### src/rtl/regfile_op_sequencer_pkg.sv
// Shared types and constants for the register-file micro-op sequencer.
// Contents:
//   REG_ADDR_W, DATA_W, NUM_REGS : register file geometry (4 x 4-bit)
//   opcode_t                     : micro-op encoding (LDI, ADD, SUB, MOV)
//   state_t                      : sequencer FSM states
package regfile_op_sequencer_pkg;

  localparam int REG_ADDR_W = 2;
  localparam int DATA_W     = 4;
  localparam int NUM_REGS   = 4;

  typedef enum logic [1:0] {
    OP_LDI = 2'b00,
    OP_ADD = 2'b01,
    OP_SUB = 2'b10,
    OP_MOV = 2'b11
  } opcode_t;

  typedef enum logic [1:0] {
    INIT  = 2'b00,
    IDLE  = 2'b01,
    EXEC  = 2'b10,
    WRITE = 2'b11
  } state_t;

endpackage

### src/rtl/regfile_op_sequencer_alu_4.sv
// Combinational 4-bit ALU used in the EXEC cycle of the sequencer.
// Ports:
//   op_i    : micro-op to evaluate
//   a_i     : operand from read port 0
//   b_i     : operand from read port 1
//   imm_i   : immediate for LDI
//   res_o   : 4-bit result
//   carry_o : ADD carry-out, SUB borrow, 0 for LDI/MOV
module alu_4
  import regfile_op_sequencer_pkg::*;
(
  input  opcode_t           op_i,
  input  logic [DATA_W-1:0] a_i,
  input  logic [DATA_W-1:0] b_i,
  input  logic [DATA_W-1:0] imm_i,
  output logic [DATA_W-1:0] res_o,
  output logic              carry_o
);

  logic [DATA_W:0] sum;
  logic [DATA_W:0] diff;

  // Both arithmetic paths are one bit wider; for SUB the extra bit of the
  // wrapped difference is exactly the borrow (a < b).
  always_comb begin
    sum     = {1'b0, a_i} + {1'b0, b_i};
    diff    = {1'b0, a_i} - {1'b0, b_i};
    res_o   = a_i;
    carry_o = 1'b0;
    case (op_i)
      OP_LDI: res_o = imm_i;
      OP_ADD: begin
        res_o   = sum[DATA_W-1:0];
        carry_o = sum[DATA_W];
      end
      OP_SUB: begin
        res_o   = diff[DATA_W-1:0];
        carry_o = diff[DATA_W];
      end
      OP_MOV: res_o = a_i;
      default: begin
        res_o   = a_i;
        carry_o = 1'b0;
      end
    endcase
  end

endmodule

### src/rtl/regfile_op_sequencer.sv
// Multi-cycle controller for a 4 x 4-bit register file (2 async read ports,
// 1 clocked write port). After reset it optionally clears every register,
// then accepts one micro-op per valid/ready handshake: IDLE (accept) ->
// EXEC (read operands, compute) -> WRITE (write back, o_done pulse).
// Ports:
//   i_clk, i_rst_n              : clock, synchronous active-low reset
//   i_cmd_valid / o_cmd_ready   : command handshake
//   i_cmd_op/rd/rs0/rs1/imm     : command fields, sampled at the accept edge
//   o_reg_read_0/1, i_port_read_0/1 : register file read ports
//   o_reg_write, o_port_write, o_write_enable : register file write port
//   o_done, o_result, o_carry   : completion pulse and registered result
module regfile_op_sequencer
  import regfile_op_sequencer_pkg::*;
#(
  parameter bit                CLEAR_ON_RESET = 1'b1,
  parameter logic [DATA_W-1:0] INIT_VALUE     = 4'h0
) (
  input  logic                  i_clk,
  input  logic                  i_rst_n,
  input  logic                  i_cmd_valid,
  output logic                  o_cmd_ready,
  input  logic [1:0]            i_cmd_op,
  input  logic [REG_ADDR_W-1:0] i_cmd_rd,
  input  logic [REG_ADDR_W-1:0] i_cmd_rs0,
  input  logic [REG_ADDR_W-1:0] i_cmd_rs1,
  input  logic [DATA_W-1:0]     i_cmd_imm,
  output logic [REG_ADDR_W-1:0] o_reg_read_0,
  output logic [REG_ADDR_W-1:0] o_reg_read_1,
  input  logic [DATA_W-1:0]     i_port_read_0,
  input  logic [DATA_W-1:0]     i_port_read_1,
  output logic [REG_ADDR_W-1:0] o_reg_write,
  output logic [DATA_W-1:0]     o_port_write,
  output logic                  o_write_enable,
  output logic                  o_done,
  output logic [DATA_W-1:0]     o_result,
  output logic                  o_carry
);

  state_t                state_q, state_d;
  logic [REG_ADDR_W-1:0] cnt_q, cnt_d;
  opcode_t               op_q, op_d;
  logic [REG_ADDR_W-1:0] rd_q, rd_d;
  logic [REG_ADDR_W-1:0] rs0_q, rs0_d;
  logic [REG_ADDR_W-1:0] rs1_q, rs1_d;
  logic [DATA_W-1:0]     imm_q, imm_d;
  logic [DATA_W-1:0]     result_q, result_d;
  logic                  carry_q, carry_d;

  logic [DATA_W-1:0]     aluRes;
  logic                  aluCarry;
  logic                  writeReq;
  logic [REG_ADDR_W-1:0] writeAddr;
  logic [DATA_W-1:0]     writeData;
  logic                  cmdReady;
  logic                  donePulse;

  alu_4 u_alu (
    .op_i    (op_q),
    .a_i     (i_port_read_0),
    .b_i     (i_port_read_1),
    .imm_i   (imm_q),
    .res_o   (aluRes),
    .carry_o (aluCarry)
  );

  // State and datapath registers; reset aborts any command in flight.
  always_ff @(posedge i_clk) begin
    if (!i_rst_n) begin
      if (CLEAR_ON_RESET) state_q <= INIT;
      else                state_q <= IDLE;
      cnt_q    <= '0;
      op_q     <= OP_LDI;
      rd_q     <= '0;
      rs0_q    <= '0;
      rs1_q    <= '0;
      imm_q    <= '0;
      result_q <= '0;
      carry_q  <= 1'b0;
    end else begin
      state_q  <= state_d;
      cnt_q    <= cnt_d;
      op_q     <= op_d;
      rd_q     <= rd_d;
      rs0_q    <= rs0_d;
      rs1_q    <= rs1_d;
      imm_q    <= imm_d;
      result_q <= result_d;
      carry_q  <= carry_d;
    end
  end

  // Next-state and port control. The init counter wraps back to 0 after
  // the last clear write, so it is ready for the next reset without help.
  always_comb begin
    state_d   = state_q;
    cnt_d     = cnt_q;
    op_d      = op_q;
    rd_d      = rd_q;
    rs0_d     = rs0_q;
    rs1_d     = rs1_q;
    imm_d     = imm_q;
    result_d  = result_q;
    carry_d   = carry_q;
    writeReq  = 1'b0;
    writeAddr = rd_q;
    writeData = result_q;
    cmdReady  = 1'b0;
    donePulse = 1'b0;
    case (state_q)
      INIT: begin
        writeReq  = 1'b1;
        writeAddr = cnt_q;
        writeData = INIT_VALUE;
        cnt_d     = cnt_q + 1'b1;
        if (cnt_q == REG_ADDR_W'(NUM_REGS - 1)) state_d = IDLE;
      end
      IDLE: begin
        cmdReady = 1'b1;
        if (i_cmd_valid) begin
          op_d    = opcode_t'(i_cmd_op);
          rd_d    = i_cmd_rd;
          rs0_d   = i_cmd_rs0;
          rs1_d   = i_cmd_rs1;
          imm_d   = i_cmd_imm;
          state_d = EXEC;
        end
      end
      EXEC: begin
        result_d = aluRes;
        carry_d  = aluCarry;
        state_d  = WRITE;
      end
      WRITE: begin
        writeReq  = 1'b1;
        donePulse = 1'b1;
        state_d   = IDLE;
      end
      default: state_d = IDLE;
    endcase
  end

  // Read addresses come straight from the latched source fields, so they
  // are valid in EXEC and hold their last value elsewhere. The write enable
  // is masked by reset so no write escapes during a reset cycle.
  assign o_reg_read_0   = rs0_q;
  assign o_reg_read_1   = rs1_q;
  assign o_reg_write    = writeAddr;
  assign o_port_write   = writeData;
  assign o_write_enable = writeReq & i_rst_n;
  assign o_cmd_ready    = cmdReady;
  assign o_done         = donePulse;
  assign o_result       = result_q;
  assign o_carry        = carry_q;

endmodule

### config.mk
export PLATFORM = sky130hd
export DESIGN_NAME = regfile_op_sequencer
export DESIGN_NICKNAME = d
export VERILOG_FILES = /design/src/rtl/regfile_op_sequencer_pkg.sv /design/src/rtl/regfile_op_sequencer_alu_4.sv /design/src/rtl/regfile_op_sequencer.sv
export SDC_FILE = /design/constraint.sdc
export NUM_CORES = 1
export LEC_CHECK = 0
export BUFFER_PORTS_ARGS = -buffer_cell sky130_fd_sc_hd__buf_2
export CELL_PAD_IN_SITES_DETAIL_PLACEMENT = 1
export CELL_PAD_IN_SITES_GLOBAL_PLACEMENT = 2
export CORE_MARGIN = 2
export CORE_UTILIZATION = 29
export DETAILED_ROUTE_END_ITERATION = 6
export HOLD_SLACK_MARGIN = 0.05
export PLACE_DENSITY = 0.81
export SLEW_MARGIN = 40
export SYNTH_ARGS = -nofsm -noshare
export SYNTH_HDL_FRONTEND = slang
export SYNTH_SLANG_ARGS = --single-unit
### constraint.sdc
create_clock -name i_clk -period 2.1 [get_ports i_clk]
set_input_delay 0.105 -clock i_clk [delete_from_list [all_inputs] [get_ports i_clk]]
set_output_delay 0.105 -clock i_clk [all_outputs]
set_load 0.1 [all_outputs]
==> reports/results.tsv <==
metric	value	unit
initial antenna violation count	0	
post-layout minimum cycle time	1.99	ns
detailed router's first-iteration violation count	35	
max-slew violation count	0	
clock transition at the register clock pins on the worst setup and hold paths after CTS	0.08	ns
number of enable flip-flop cells after synthesis	0	
total wirelength of the detailed-routed design	3390	um
Overall Global Routing Usage	0.133	
net count after synthesis	202	
Critical R2R Launch	state_q[1]	
register area share after synthesis	0.309	
ratio of cells with drive above 1 in the final layout	0.276	
Final Hold Violating Endpoints	0	
via count of the first global-routing pass	1239	
Inserted Diodes	0	
Avg Inst Size Synth	8.55	um2
DP Wirelength	2710	um
sum of negative setup slack	0	ns
maximum fanout count along the critical path	9	
number of max-cap violations	0	
die outline height	72.5	um
RSZ-0062 raised after global routing	false	
Slew @ Worst Pin	0.493	ns
setup violators final	0	
count of standard-cell rows	24	
routed via count	1210	
synth warn	0	
Worst Path Arrival	1.88	ns
I/O pin cnt	41	
detailed-route DRC error count	0	
Routability Congestion	0.748	
startpoint of the worst hold path	i_cmd_rd[0]	
TritonCTS clock tree	done	
total gr overflow	0	
maximum buffer depth of the clock tree	2	
worst path required time	2.00	ns
worst vdd ir	0.000363	V
total iterations of the first detailed-routing run	4	
total core area	4440	um2
Die Area	5250	um2
total number of clock tree sinks	21	
Most used DFF post-synth	dfxtp_1	
first-pass GRT wire length	5590	um
# resized after CTS	0	
Worst Hold Margin	0.0783	ns
endpoint of the worst hold path	rd_q[0]	
remaining max-slew budget at the tightest pin	0.673	
number of cells traversed by the worst register-to-register path	6	
area added between synthesis and finish	21.4	%
Async S/R FF share, synth	0	
count of port buffers added during placement	40	
largest net degree at the start of global routing	25	
clock root buffer master	clkbuf_8	
destination of the worst register-to-register timing path	state_q[1]	
Tcrit/Tclk final	0.946	
total power per unit cell area	916	nW/um2
Static Leakage	0.000744	uW
result of the run	complete, no violations	
cell count of the worst hold path	3	
count of different cell masters after synthesis	33	
crit path launch type	flop	
Max Freq	0.504	GHz
register-to-register path setup slack	0.37	ns
cts hold-fix bufs	0	
Die X-Extent	72.5	um
antenna-violating nets left	0	
post-synthesis instance area	1360	um2
layout net count	240	
average wire length per cell after detail routing	13.6	um
final design utilization	0.372	
clk_skew	0.00482	ns
post-route setup slack	0.114	ns
Post-Syn Instances	159	
worst slack, placed	0.221	ns
post-synthesis sequential element count	21	
path type of the worst min-delay path	in -> reg	
CTS H-Tree Depth	1	
number of buffers created by CTS	3	
Post-CTS Setup Bufs	0	
clock insertion delay at the later pin of the skew report	0.26	ns
startpoint-to-endpoint class of the critical path	reg -> out	
capturing element type of the critical path	output port	
Via-to-Cell Ratio	4.88	
Initial Util	0.306	
[worst max-delay path, cell delays in order, from the launching register on]
cell and delay, ns:
dfxtp_1 0.35, inv_1 0.12, ha_1 0.47, mux2_2 0.39
buf_2 0.29
[sequential cells by signal (all words and copies together), names as in the netlist]
register and count:
imm_q 4, o_result 4, cnt_q 2, o_reg_read_0 2, o_reg_read_1 2, op_q 2, rd_q 2, state_q 2
o_carry 1
[where the power goes]
group / total [uW] / leakage, uW / switching, uW / internal [uW]
clock: 274 / 0.0000217 / 140 / 134
combinational: 748 / 0.000552 / 543 / 205
sequential: 491 / 0.000170 / 42.1 / 449
[layout make-up]
type                            count  area (um2)
Fill cell                         552        2790
Multi-Input combinational cell    117         865
Sequential cell                    21         420
Timing Repair Buffer               40         200
Tap cell                           52        65.1
Inverter                           14        52.6
Clock buffer                        3        41.3
Clock inverter                      1        7.51
[Yosys cell counts (2+ instances only)]
cell type  count  area share
dfxtp_1       21        0.31
nor2b_1        8       0.037
a21boi_0      13       0.072
o211ai_1       3       0.017
nand3b_1       2       0.011
inv_1         13       0.036
nand2_1       31       0.086
clkbuf_1       5       0.014
and2_1         4       0.018
nor2_1         3      0.0083
a21oi_1        4       0.015
mux2_2         2       0.017
ha_1          18        0.17
o21ai_0        5       0.018
mux2i_1        4       0.029
xor2_1         2       0.013
o22ai_1        2      0.0092
fa_1           2       0.029
nand2b_1       3       0.014
[through the flow]
step	power [uW]	instance area, um2	instances
CTS	1540	1650	248
global placement	1220	1600	244
detailed placement	1260	1600	244
floorplan	1110	1370	159
finish	1510	1650	248
global route	1620	1650	248
[worst max path at each step]
stage	start	endpoint
5_1_grt	state_q[1]	o_reg_write[0]
6_report	state_q[1]	o_reg_write[0]
3_3_place_gp	i_port_read_0[0]	o_result[2]
4_1_cts	state_q[1]	o_reg_write[0]
3_5_place_dp	i_port_read_0[0]	o_result[2]
2_1_floorplan	state_q[1]	o_reg_read_0[0]
[cells in the final DEF, fill, tap and decap left out, drive strengths merged, types with 2 or more instances in the layout]
cell	n
nor2b	8
o211ai	3
fa	2
a21boi	13
mux2i	4
ha	18
o21ai	6
nand2	31
clkbuf	3
a21oi	4
nor2	3
mux2	2
buf	40
and2	4
dfxtp	21
nand2b	3
xor2	2
inv	14
nand3b	2
o22ai	2
[cells by family after synthesis]
group,synth area share
AOI/OAI and AO/OA,0.184
xor gates and xnor gates,0.0193
adders and majority gates,0.195
buffers and inverters,0.0644
DFF,0.309
muxes,0.0460
and+or+nand+nor,0.182
[metal layers]
metal  share of wire  wire length [um]  up-vias  global-route usage
li1                -                 -      603                   -
met1            0.44              1480      574               0.159
met2            0.51              1730       28               0.244
met3           0.047               158        5              0.0333
met4          0.0056                19        0              0.0247
met5               0                 0        -                   0
Note: power is estimated with default switching activity, not from simulation.
